### src/rtl/stack_alu_pkg.sv
// stack_alu_pkg -- shared constants and types for the stack ALU sequencer.
//   * ALU opcodes (3 bit) as seen on the instruction bus and the ALU port.
//   * Error codes reported on error_code.
//   * Sequencer FSM state encoding.
package stack_alu_pkg;

    localparam logic [2:0] OP_NOP  = 3'b000;
    localparam logic [2:0] OP_ADD  = 3'b100;
    localparam logic [2:0] OP_MUL  = 3'b101;
    localparam logic [2:0] OP_PUSH = 3'b110;
    localparam logic [2:0] OP_POP  = 3'b111;

    localparam logic [1:0] ERR_NONE      = 2'b00;
    localparam logic [1:0] ERR_ILLEGAL   = 2'b01;
    localparam logic [1:0] ERR_UNDERFLOW = 2'b10;
    localparam logic [1:0] ERR_FULL      = 2'b11;

    typedef enum logic [2:0] {
        ST_LOAD,
        ST_EXEC,
        ST_CAPTURE,
        ST_DONE,
        ST_ERROR
    } seq_state_t;

endpackage

### src/rtl/stack_alu_sequencer_if.sv
// stack_alu_sequencer_if -- instruction and result channels of the sequencer.
//   Instruction channel (valid/ready): instr_valid, instr_ready, instr_opcode,
//   instr_data, instr_last.
//   Result channel (valid/ready): result_valid, result_ready, result_data,
//   result_overflow.
//   master: the requester side (drives instructions, consumes results).
//   slave : the sequencer side.
interface stack_alu_sequencer_if #(
    parameter int N = 8
);
    logic         instr_valid;
    logic         instr_ready;
    logic [2:0]   instr_opcode;
    logic [N-1:0] instr_data;
    logic         instr_last;

    logic         result_valid;
    logic         result_ready;
    logic [N-1:0] result_data;
    logic         result_overflow;

    modport master (
        output instr_valid, instr_opcode, instr_data, instr_last, result_ready,
        input  instr_ready, result_valid, result_data, result_overflow
    );

    modport slave (
        input  instr_valid, instr_opcode, instr_data, instr_last, result_ready,
        output instr_ready, result_valid, result_data, result_overflow
    );
endinterface

### src/rtl/stack_seq_prog_buf.sv
// stack_seq_prog_buf -- program buffer, PROG_DEPTH entries of {opcode, data}.
//   clk              : write clock
//   we, waddr        : write enable / slot
//   wr_op, wr_data   : instruction written
//   raddr            : read slot (combinational read)
//   rd_op, rd_data   : instruction at raddr
module stack_seq_prog_buf #(
    parameter int N          = 8,
    parameter int PROG_DEPTH = 8
) (
    input  logic                          clk,
    input  logic                          we,
    input  logic [$clog2(PROG_DEPTH)-1:0] waddr,
    input  logic [2:0]                    wr_op,
    input  logic [N-1:0]                  wr_data,
    input  logic [$clog2(PROG_DEPTH)-1:0] raddr,
    output logic [2:0]                    rd_op,
    output logic [N-1:0]                  rd_data
);
    logic [2:0]   op_mem   [PROG_DEPTH];
    logic [N-1:0] data_mem [PROG_DEPTH];

    // NOTE: storage is deliberately not reset; every slot is written before
    // the sequencer reads it, and a reset would turn the array into flops.
    always_ff @(posedge clk) begin
        if (we) begin
            op_mem[waddr]   <= wr_op;
            data_mem[waddr] <= wr_data;
        end
    end

    assign rd_op   = op_mem[raddr];
    assign rd_data = data_mem[raddr];
endmodule

### src/rtl/stack_alu_sequencer.sv
// stack_alu_sequencer -- buffers a short RPN program and issues it to a
// stack ALU one instruction at a time, tracking stack depth so underflow and
// stack-full are caught before they reach the ALU.
//   clk, rst        : clock, asynchronous active-high reset
//   step            : (only with STACK_SEQ_STEP_EN) issue enable for single-step
//   bus (slave)     : instruction channel in, result channel out
//   busy            : high while executing (EXEC/CAPTURE)
//   error           : sticky error, error_code says why
//   err_clr         : leaves ERROR back to LOAD
//   alu_opcode      : opcode to ALU, OP_NOP when idle
//   alu_input_data  : push operand to ALU
//   alu_output_data : ALU result
//   alu_overflow    : ALU overflow flag
// Build option: define STACK_SEQ_STEP_EN to add the step input.
module stack_alu_sequencer
    import stack_alu_pkg::*;
#(
    parameter int N           = 8,
    parameter int PROG_DEPTH  = 8,
    parameter int STACK_DEPTH = 16,
    parameter int ALU_LAT     = 1
) (
    input  logic                  clk,
    input  logic                  rst,
`ifdef STACK_SEQ_STEP_EN
    input  logic                  step,
`endif
    stack_alu_sequencer_if.slave  bus,
    output logic                  busy,
    output logic                  error,
    output logic [1:0]            error_code,
    input  logic                  err_clr,
    output logic [2:0]            alu_opcode,
    output logic [N-1:0]          alu_input_data,
    input  logic [N-1:0]          alu_output_data,
    input  logic                  alu_overflow
);
    localparam int PTR_W   = $clog2(PROG_DEPTH);
    localparam int DEPTH_W = $clog2(STACK_DEPTH + 1);
    localparam int CNT_W   = (ALU_LAT > 1) ? $clog2(ALU_LAT) : 1;

    seq_state_t       state, state_nxt;
    logic [PTR_W-1:0] wr_ptr, rd_ptr, last_idx;
    logic [DEPTH_W-1:0] depth;
    logic [CNT_W-1:0] cap_cnt;
    logic             cap_last;    // instruction in CAPTURE ends the program
    logic             cap_arith;   // instruction in CAPTURE is add/mul
    logic [N-1:0]     result_q;
    logic             result_ovf_q;
    logic [1:0]       err_q;

    logic [2:0]       cur_op;
    logic [N-1:0]     cur_data;
    logic             accept, load_end, exec_go, issue, cap_done, cur_is_last;
    logic             is_push, is_arith, is_pop, is_illegal, step_ok;
    logic [1:0]       exec_err;

    stack_seq_prog_buf #(.N(N), .PROG_DEPTH(PROG_DEPTH)) u_prog_buf (
        .clk     (clk),
        .we      (accept),
        .waddr   (wr_ptr),
        .wr_op   (bus.instr_opcode),
        .wr_data (bus.instr_data),
        .raddr   (rd_ptr),
        .rd_op   (cur_op),
        .rd_data (cur_data)
    );

`ifdef STACK_SEQ_STEP_EN
    assign step_ok = step;
`else
    assign step_ok = 1'b1;
`endif

    assign accept      = (state == ST_LOAD) && bus.instr_valid;
    // The program ends on an explicit last or when the buffer is full.
    assign load_end    = accept && (bus.instr_last || wr_ptr == PTR_W'(PROG_DEPTH - 1));
    assign exec_go     = (state == ST_EXEC) && step_ok;
    assign cur_is_last = (rd_ptr == last_idx);
    assign cap_done    = (cap_cnt == CNT_W'(ALU_LAT - 1));

    assign is_push    = (cur_op == OP_PUSH);
    assign is_pop     = (cur_op == OP_POP);
    assign is_arith   = (cur_op == OP_ADD) || (cur_op == OP_MUL);
    assign is_illegal = !(is_push || is_pop || is_arith);

    // Checks are ordered: an illegal opcode wins over any depth problem.
    // NOTE: every combinational output gets a default first, so no path can
    // leave it unassigned and infer a latch.
    always_comb begin
        exec_err = ERR_NONE;
        if (is_illegal)
            exec_err = ERR_ILLEGAL;
        else if (is_push && depth == DEPTH_W'(STACK_DEPTH))
            exec_err = ERR_FULL;
        else if ((is_arith && depth < DEPTH_W'(2)) || (is_pop && depth == '0))
            exec_err = ERR_UNDERFLOW;
    end

    assign issue = exec_go && (exec_err == ERR_NONE);

    // NOTE: sequential state uses non-blocking assignments so every register
    // samples pre-edge values regardless of statement order.
    always_ff @(posedge clk or posedge rst) begin
        if (rst) state <= ST_LOAD;
        else     state <= state_nxt;
    end

    always_comb begin
        state_nxt = state;
        case (state)
            ST_LOAD:    if (load_end) state_nxt = ST_EXEC;
            ST_EXEC: begin
                if (exec_go) begin
                    if (exec_err != ERR_NONE) state_nxt = ST_ERROR;
                    else if (!is_push)        state_nxt = ST_CAPTURE;
                    else if (cur_is_last)     state_nxt = ST_DONE;
                end
            end
            ST_CAPTURE: if (cap_done) state_nxt = cap_last ? ST_DONE : ST_EXEC;
            ST_DONE:    if (bus.result_ready) state_nxt = ST_LOAD;
            ST_ERROR:   if (err_clr) state_nxt = ST_LOAD;
            default:    state_nxt = ST_LOAD;
        endcase
    end

    always_comb begin
        bus.instr_ready     = (state == ST_LOAD);
        bus.result_valid    = (state == ST_DONE);
        bus.result_data     = result_q;
        bus.result_overflow = result_ovf_q;
        busy                = (state == ST_EXEC) || (state == ST_CAPTURE);
        error               = (state == ST_ERROR);
        error_code          = err_q;
        alu_opcode          = issue ? cur_op : OP_NOP;
        alu_input_data      = (issue && is_push) ? cur_data : '0;
    end

    // Datapath: pointers, stack depth, capture bookkeeping, result and error.
    always_ff @(posedge clk or posedge rst) begin
        if (rst) begin
            wr_ptr       <= '0;
            rd_ptr       <= '0;
            last_idx     <= '0;
            depth        <= '0;
            cap_cnt      <= '0;
            cap_last     <= 1'b0;
            cap_arith    <= 1'b0;
            result_q     <= '0;
            result_ovf_q <= 1'b0;
            err_q        <= ERR_NONE;
        end else begin
            case (state)
                ST_LOAD: begin
                    if (accept) begin
                        wr_ptr <= wr_ptr + PTR_W'(1);
                        if (wr_ptr == '0) result_ovf_q <= 1'b0;
                        if (load_end)     last_idx     <= wr_ptr;
                    end
                end
                ST_EXEC: begin
                    if (exec_go && exec_err != ERR_NONE) err_q <= exec_err;
                    if (issue) begin
                        rd_ptr    <= rd_ptr + PTR_W'(1);
                        cap_last  <= cur_is_last;
                        cap_arith <= is_arith;
                        cap_cnt   <= '0;
                        if (is_push) begin
                            depth    <= depth + DEPTH_W'(1);
                            // A program ending on a push reports the pushed value.
                            result_q <= cur_data;
                        end else begin
                            depth <= depth - DEPTH_W'(1);
                        end
                    end
                end
                ST_CAPTURE: begin
                    cap_cnt <= cap_cnt + CNT_W'(1);
                    if (cap_done) begin
                        result_q <= alu_output_data;
                        if (cap_arith) result_ovf_q <= result_ovf_q | alu_overflow;
                    end
                end
                ST_DONE: begin
                    if (bus.result_ready) begin
                        wr_ptr <= '0;
                        rd_ptr <= '0;
                    end
                end
                ST_ERROR: begin
                    if (err_clr) begin
                        wr_ptr <= '0;
                        rd_ptr <= '0;
                        err_q  <= ERR_NONE;
                    end
                end
                default: ;
            endcase
        end
    end
endmodule
### src/flat_wrapper.sv
// flat-port wrapper written by rule: the top's interface ports become plain ports
module stack_alu_sequencer_flat import stack_alu_pkg::*;
#(
    parameter int N           = 8,
    parameter int PROG_DEPTH  = 8,
    parameter int STACK_DEPTH = 16,
    parameter int ALU_LAT     = 1
)
  (clk, rst, busy, error, error_code, err_clr, alu_opcode, alu_input_data, alu_output_data, alu_overflow, bus_instr_valid, bus_instr_opcode, bus_instr_data, bus_instr_last, bus_result_ready, bus_instr_ready, bus_result_valid, bus_result_data, bus_result_overflow);
  stack_alu_sequencer_if #(.N(N)) bus_i ();
  input  logic clk;
  input  logic rst;
  output logic busy;
  output logic error;
  output logic [1:0] error_code;
  input  logic err_clr;
  output logic [2:0] alu_opcode;
  output logic [N-1:0] alu_input_data;
  input  logic [N-1:0] alu_output_data;
  input  logic alu_overflow;
  input wire logic [$bits(bus_i.instr_valid)-1:0] bus_instr_valid;
  input wire logic [$bits(bus_i.instr_opcode)-1:0] bus_instr_opcode;
  input wire logic [$bits(bus_i.instr_data)-1:0] bus_instr_data;
  input wire logic [$bits(bus_i.instr_last)-1:0] bus_instr_last;
  input wire logic [$bits(bus_i.result_ready)-1:0] bus_result_ready;
  output wire logic [$bits(bus_i.instr_ready)-1:0] bus_instr_ready;
  output wire logic [$bits(bus_i.result_valid)-1:0] bus_result_valid;
  output wire logic [$bits(bus_i.result_data)-1:0] bus_result_data;
  output wire logic [$bits(bus_i.result_overflow)-1:0] bus_result_overflow;
  assign bus_i.instr_valid = bus_instr_valid;
  assign bus_i.instr_opcode = bus_instr_opcode;
  assign bus_i.instr_data = bus_instr_data;
  assign bus_i.instr_last = bus_instr_last;
  assign bus_i.result_ready = bus_result_ready;
  assign bus_instr_ready = bus_i.instr_ready;
  assign bus_result_valid = bus_i.result_valid;
  assign bus_result_data = bus_i.result_data;
  assign bus_result_overflow = bus_i.result_overflow;
  stack_alu_sequencer #(.N(N), .PROG_DEPTH(PROG_DEPTH), .STACK_DEPTH(STACK_DEPTH), .ALU_LAT(ALU_LAT)) u_core (.clk(clk), .rst(rst), .bus(bus_i), .busy(busy), .error(error), .error_code(error_code), .err_clr(err_clr), .alu_opcode(alu_opcode), .alu_input_data(alu_input_data), .alu_output_data(alu_output_data), .alu_overflow(alu_overflow));
endmodule
### config.mk
export PLATFORM = sky130hd
export DESIGN_NAME = stack_alu_sequencer_flat
export DESIGN_NICKNAME = d
export VERILOG_FILES = /design/src/rtl/stack_alu_pkg.sv /design/src/rtl/stack_alu_sequencer_if.sv /design/src/rtl/stack_seq_prog_buf.sv /design/src/rtl/stack_alu_sequencer.sv /design/src/flat_wrapper.sv
export SDC_FILE = /design/constraint.sdc
export NUM_CORES = 1
export LEC_CHECK = 0
export CAP_MARGIN = 10
export CORE_MARGIN = 5
export CORE_UTILIZATION = 39
export DETAILED_ROUTE_END_ITERATION = 8
export SLEW_MARGIN = 10
export SYNTH_ARGS = -nofsm -noshare
export SYNTH_HDL_FRONTEND = slang
export SYNTH_HIERARCHICAL = 1
export SYNTH_SLANG_ARGS = --single-unit
### constraint.sdc
create_clock -name clk -period 9.1 [get_ports clk]
set_clock_uncertainty 0.15 [all_clocks]
set_input_delay 1.82 -clock clk [delete_from_list [all_inputs] [get_ports clk]]
set_output_delay 1.82 -clock clk [all_outputs]
set_load 0.02 [all_outputs]
Yosys cells after proc, flatten, opt, wreduce, memory -nomap -nowiden
Memories as Yosys holds them, arrays and structs flattened.
Index checks and enable logic that the tools add are counted.
Widths: inputs -> output; s select.
{ "word_totals": {"ram_bits": 88, "inputBits": 26, "register_bits": 31, "mem_count": 2} }
{ "op_classes": {"addsub": 5, "order_cmp": 1, "n_bitwise": 1, "n_reduce_logical": 33, "mux": 35, "n_eq_ne": 22} }
{ "memory_table": {"columns": ["name", "depth", "word_bits", "read_ports", "rd_clocked_by_memory_dff", "wr", "line_no", "source"], "rows": [
  ["u_core.u_prog_buf.data_mem", 8, 8, 1, 0, 1, "stack_seq_prog_buf.sv:21", "logic [N-1:0] data_mem [PROG_DEPTH];"],
  ["u_core.u_prog_buf.op_mem", 8, 3, 1, 0, 1, "stack_seq_prog_buf.sv:20", "logic [2:0] op_mem [PROG_DEPTH];"]
]} }
{ "ops": {"columns": ["op", "n"], "rows": [
  ["$mux 8", 4],
  ["$mux 3", 10],
  ["$eq 3x3->1 const B", 6],
  ["$pmux 3 s3", 2],
  ["$pmux 8 s2", 1],
  ["$pmux 3 s5", 1],
  ["$mux 2", 6],
  ["$reduce_and 4->1", 3],
  ["$ne 2x1->1 const B", 5],
  ["$ne 2x2->1 const B", 5],
  ["$reduce_and 5->1", 2],
  ["$logic_and 1x1->1", 8],
  ["$reduce_bool 2->1", 4],
  ["$mux 1", 7],
  ["$add 3x1->3 const B", 2],
  ["$eq 3x2->1 const B", 2],
  ["$logic_not 3->1", 2],
  ["$logic_or 1x1->1", 6],
  ["$reduce_and 3->1", 2],
  ["$reduce_bool 3->1", 2],
  ["$add 5x1->5 const B", 1],
  ["$eq 5x5->1 const B", 1],
  ["$logic_not 5->1", 1],
  ["$lt 5x2->1 const B", 1],
  ["other kinds (11)", 13]
]} }

Logic depth before layout (Yosys ltp)
An unclocked memory read counts as a cell.
{ "logic_depth": {"word_depth": 12, "ltp_mapped": 10} }

By module
Netlist, hierarchy kept.
{ "by_module_without_submodules": {"columns": ["mod", "area_each_um2", "seq_area_each_um2", "instances", "cells_each"], "rows": [
  ["stack_seq_prog_buf", 3437.0, 2642.5, 1, 139],
  ["stack_alu_sequencer", 1899.3, 775.7, 1, 194]
]} }

Least setup slack after synthesis
No wires, ideal clock.
{ "synth_path": {"kind": "flip-flop to output port", "start": "reg u_core.rd_ptr[0]", "end": "out alu_opcode[0]", "setup_slack_ps": 4417, "arrival_ps": 2713, "path_buffers": 2, "path_stages_with_launch": 9, "cell_sequence": "dfrtp_1 buf_6 mux4_1 mux2_2 or3b_1 o2111a_2 or2_1 buf_6 and2_2"} }
{ "synth_between": {"elab_chain_len": 11} }
{ "synth_lines": {"columns": ["element", "line_no", "source"], "rows": [
  ["start: declaration", "stack_alu_sequencer.sv:43", "logic [PTR_W-1:0] wr_ptr, rd_ptr, last_idx;"],
  ["start signal: assignment", "stack_alu_sequencer.sv:164", "rd_ptr <= rd_ptr + PTR_W'(1);"],
  ["$mem_v2 8x3 (*)", null, null],
  ["named net u_core.cur_op[1]", "stack_alu_sequencer.sv:52", "logic [2:0] cur_op;"],
  ["$eq 3x3->1", "stack_alu_sequencer.sv:84", "assign is_arith = (cur_op == OP_ADD) || (cur_op == OP_MUL);"],
  ["$logic_or 1x1->1", "stack_alu_sequencer.sv:84", null],
  ["$logic_and 1x1->1", "stack_alu_sequencer.sv:96", "else if ((is_arith && depth < DEPTH_W'(2)) || (is_pop && depth == '0))"],
  ["$logic_or 1x1->1", "stack_alu_sequencer.sv:96", null],
  ["$mux 2", "stack_alu_sequencer.sv:96", null],
  ["$mux 2", "stack_alu_sequencer.sv:94", "else if (is_push && depth == DEPTH_W'(STACK_DEPTH))"],
  ["$mux 2 (*)", "stack_alu_sequencer.sv:92", "if (is_illegal)"],
  ["$logic_not 2->1 (*)", "stack_alu_sequencer.sv:100", "assign issue = exec_go && (exec_err == ERR_NONE);"],
  ["$logic_and 1x1->1 (*)", "stack_alu_sequencer.sv:100", null],
  ["$mux 3 (*)", "stack_alu_sequencer.sv:135", "alu_opcode = issue ? cur_op : OP_NOP;"],
  ["end: declaration", "flat_wrapper.sv:17", "output logic [2:0] alu_opcode;"]
]} }
The timed path passes the listed nets; every way through them passes the cells marked *.

Final worst setup path
{ "layout_path": {"start": "reg u_core.rd_ptr[2]", "end": "out alu_opcode[0]"} }
Same word-level chain as after synthesis.

==> reports/results.txt <==
status = complete, no violations
Comb power frac = 36.2%
vias = 3077
CP startpoint kind = flop
# Post-CTS Setup Buffers = 0
Setup TNS = 0 ps
register area = 3418 um2
number of global-route vias before repair = 3070
initial antenna violation count = 0
area delta synth->final = 24.62%
clock root buffer = clkbuf_16
P_leak = 2.420 nW
Port Buffers = 51
fin crit period = 6001 ps
worst setup path end = alu_opcode[0]
H-Tree Depth = 4
slew at the pin with the worst max-slew slack = 1005 ps
critical-path maximum fanout = 24
Detailed Route Iter0 Violations = 185
Post-Synth Adder-Cell Area = 2.016%
Net Switching = 771.2 uW
clock tree sinks = 119
part of the Yosys area used for sequential elements = 64.06%
RR Startpoint = u_core/rd_ptr[2]
unrepaired setup endpoints after global routing = no
Post-Syn Instances = 333
CTS Hold Bufs = 0
fill count = 1138
crit path from = u_core/rd_ptr[2]
multiplexer area fraction after synthesis = 16.27%
core area = 13350 um2
maximum buffer depth of the clock tree = 2
synth unique cells = 51
gr usage total = 13.98%
Fmax = 0.1666 GHz
Die ar. = 16120 um2
critical path arrival = 4030 ps
Net Sw Frac = 34.10%
routability cong. = 0.7673
TritonCTS clock tree = done
Max-slew headroom = 32.98%
Nets = 436
Slew Limit Fails = 0
Final Setup Violations = 0
ANT nets after route = 0
total design power = 2.261 mW
DP Area = 6080 um2
Avg Inst Size Synth = 16.03 um2
setup slack, reg-to-reg = 5650 ps
routed len/inst = 18.65 um
Post-Syn Area = 5336 um2
PostCTS Resize Cnt = 0
Syn. warnings = 6
Die Span Y = 127.0 um
#FFs+latches synth = 119
xor/xnor share of the synthesized area = 1.477%
Synth Area in Simple Gates = 7.714%
Routed WL = 11.02 mm
count of antenna diodes in the layout = 0
Initial Util = 39.98%
Critical Path RT = 7130 ps
hold crit path type = reg -> reg
final instance area = 6650 um2
Final Cycle Share = 65.95%
Hold Vio Cnt, Final = 0
Clk pwr share = 28.0%
worst r2r dst = u_core/depth[3]
grt ovf = 0
Avg Vias per Cell = 5.206
Compound-Gate Fraction of Synth Area = 6.307%
Worst-Skew Late Latency = 400 ps
pwr dens = 340.0 nW/um2
DR DRC count = 0
Syn Nets = 367
first-pass GRT wire length = 17.06 mm
Clock Pin Slew Worst Setup and Hold Paths = 60 ps
Peak VDD IR = 142.8 uV
max-cap check violation count = 0
width of the die = 127.0 um
largest family of logic cells by synthesized area = multiplexers
footprint of the multi-input gates = 1803 um2
Detail Placement HPWL = 7.312 mm
worst-case reg-to-reg path depth = 9
Flop pwr share = 35.8%
pin count of the biggest net entering global routing = 32
# rows = 42
cell internal pwr = 1.490 mW
layout cells sized above 1 = 17.59%
Ports = 52
Pre-antenna DRT Iters = 4
CTS Buf Count = 17
Hold WS = 340.8 ps
Setup Crit Path Kind = reg -> out
Worst setup EP type = primary output
[synthesized netlist by cell type, drive strengths merged]
cell	number	share of area, %
and3b	1	0.19
xor2	4	0.66
o22ai	2	0.23
and3	1	0.12
a221oi	1	0.16
a31oi	1	0.12
a211oi	16	2.3
clkbuf	5	0.35
mux4	22	11
a22oi	1	0.14
nand4b	1	0.16
nand2b	3	0.35
xnor2	5	0.82
o31ai	1	0.14
nor3	8	0.75
o21ai	9	0.84
inv	10	0.70
o2111a	1	0.23
o211ai	1	0.14
fa	1	0.38
or2b	1	0.16
a21o	2	0.28
nor2b	1	0.12
a32oi	1	0.16
o21a	2	0.28
or3b	2	0.33
buf	8	1.1
a21oi	10	0.94
nor2	25	1.8
a32o	2	0.38
and2	12	1.5
nor4	1	0.12
nand2	12	0.84
nand3	2	0.19
ha	7	1.6
edfxtp	88	50
nor3b	4	0.75
dfrtp	31	15
mux2i	5	0.94
or2	2	0.23
and2b	1	0.14
mux2	20	4.5
[area by class of cell]
cell class                      count  share of cell area, %
Timing Repair Buffer               63                  9.031
Sequential cell                   119                  51.40
Clock buffer                       17                  6.397
Multi-Input combinational cell    191                  27.11
Clock inverter                     15                  2.182
Inverter                           10                 0.5644
Tap cell                          176                  3.311
[through the flow]
| step | cells | util (%) | setup WS (ps) |
|---|---|---|---|
| finish | 591 | 49.82 | 3099 |
| global route | 591 | 49.82 | 2895 |
| CTS | 591 | 49.82 | 3054 |
| detailed placement | 559 | 45.55 | 3504 |
| global placement | 559 | 45.55 | 3571 |
| floorplan | 333 | - | 4417 |
[power groups by stage]
stage                     combinational [mW]  clock [mW]  sequential [mW]
after detailed placement               0.819           0            0.820
after global placement                 0.814           0            0.815
after CTS                              0.826       0.646            0.810
after floorplan                        0.587           0            0.794
final                                  0.819       0.632            0.809
after global routing                   0.887       0.672            0.823
[logic make-up (layout without fill, tap and decap cells)]
| group | Yosys count | after routing |
|---|---|---|
| flops | 119 | 119 |
| simple gates | 77 | 77 |
| compound gates | 50 | 50 |
| mux | 47 | 47 |
| buf+inv | 23 | 105 |
| xor+xnor | 9 | 9 |
| fa+ha+maj | 8 | 8 |
[critical path: stages (launching register included)]
cell and delay [ps]:
dfrtp_1 1000, mux4_1 410, mux2_2 320, or3b_1 430, o2111a_2 220, or2_1 420, and2_2 280, clkdlybuf4s50_1 530
[flip-flops by register name, summed over array words and instances (netlist names)]
register / flops
u_core/cap_last: 1
u_core/wr_ptr: 3
u_core/cap_arith: 1
u_core/state: 3
u_core/error_code: 2
u_core/bus.result_data: 8
u_core/last_idx: 3
u_core/rd_ptr: 3
u_core/u_prog_buf/data_mem: 64
u_core/depth: 5
u_core/bus.result_overflow: 1
u_core/u_prog_buf/op_mem: 24
u_core/cap_cnt: 1
[cells in the final DEF, fill, tap and decap left out, drive strengths merged, types with 3 or more instances in the layout]
master         instances
nand2                 12
xor2                   4
clkbuf                17
mux2i                  5
xnor2                  5
clkinvlp               3
o21ai                  9
inv                   17
a21oi                 10
clkdlybuf4s50         51
nor3b                  4
ha                     7
a211oi                16
nor2                  25
edfxtp                88
clkinv                 4
dfrtp                 31
mux4                  22
nor3                   8
mux2                  20
buf                   12
and2                  12
nand2b                 3
[per-layer routing]
metal	track usage (%)	up-vias	part of all wire [%]
met5	0	-	0
met4	5.552	0	1.2
met3	3.589	15	4.2
met2	23.01	68	50
met1	17.79	1540	45
li1	-	1454	-
[how the worst min path moves through the flow]
| stage | start | endpoint | depth (start not counted) |
|---|---|---|---|
| final | u_core/bus.result_overflow | u_core/bus.result_overflow | 1 |
| after global routing | u_core/bus.result_overflow | u_core/bus.result_overflow | 1 |
| after CTS | u_core/bus.result_overflow | u_core/bus.result_overflow | 1 |
| after detailed placement | u_core/bus.result_overflow | u_core/bus.result_overflow | 1 |
| after global placement | u_core/bus.result_overflow | u_core/bus.result_overflow | 1 |
| after floorplan | u_core/cap_arith | u_core/cap_arith | 1 |
(Power assumes the default switching activity.)
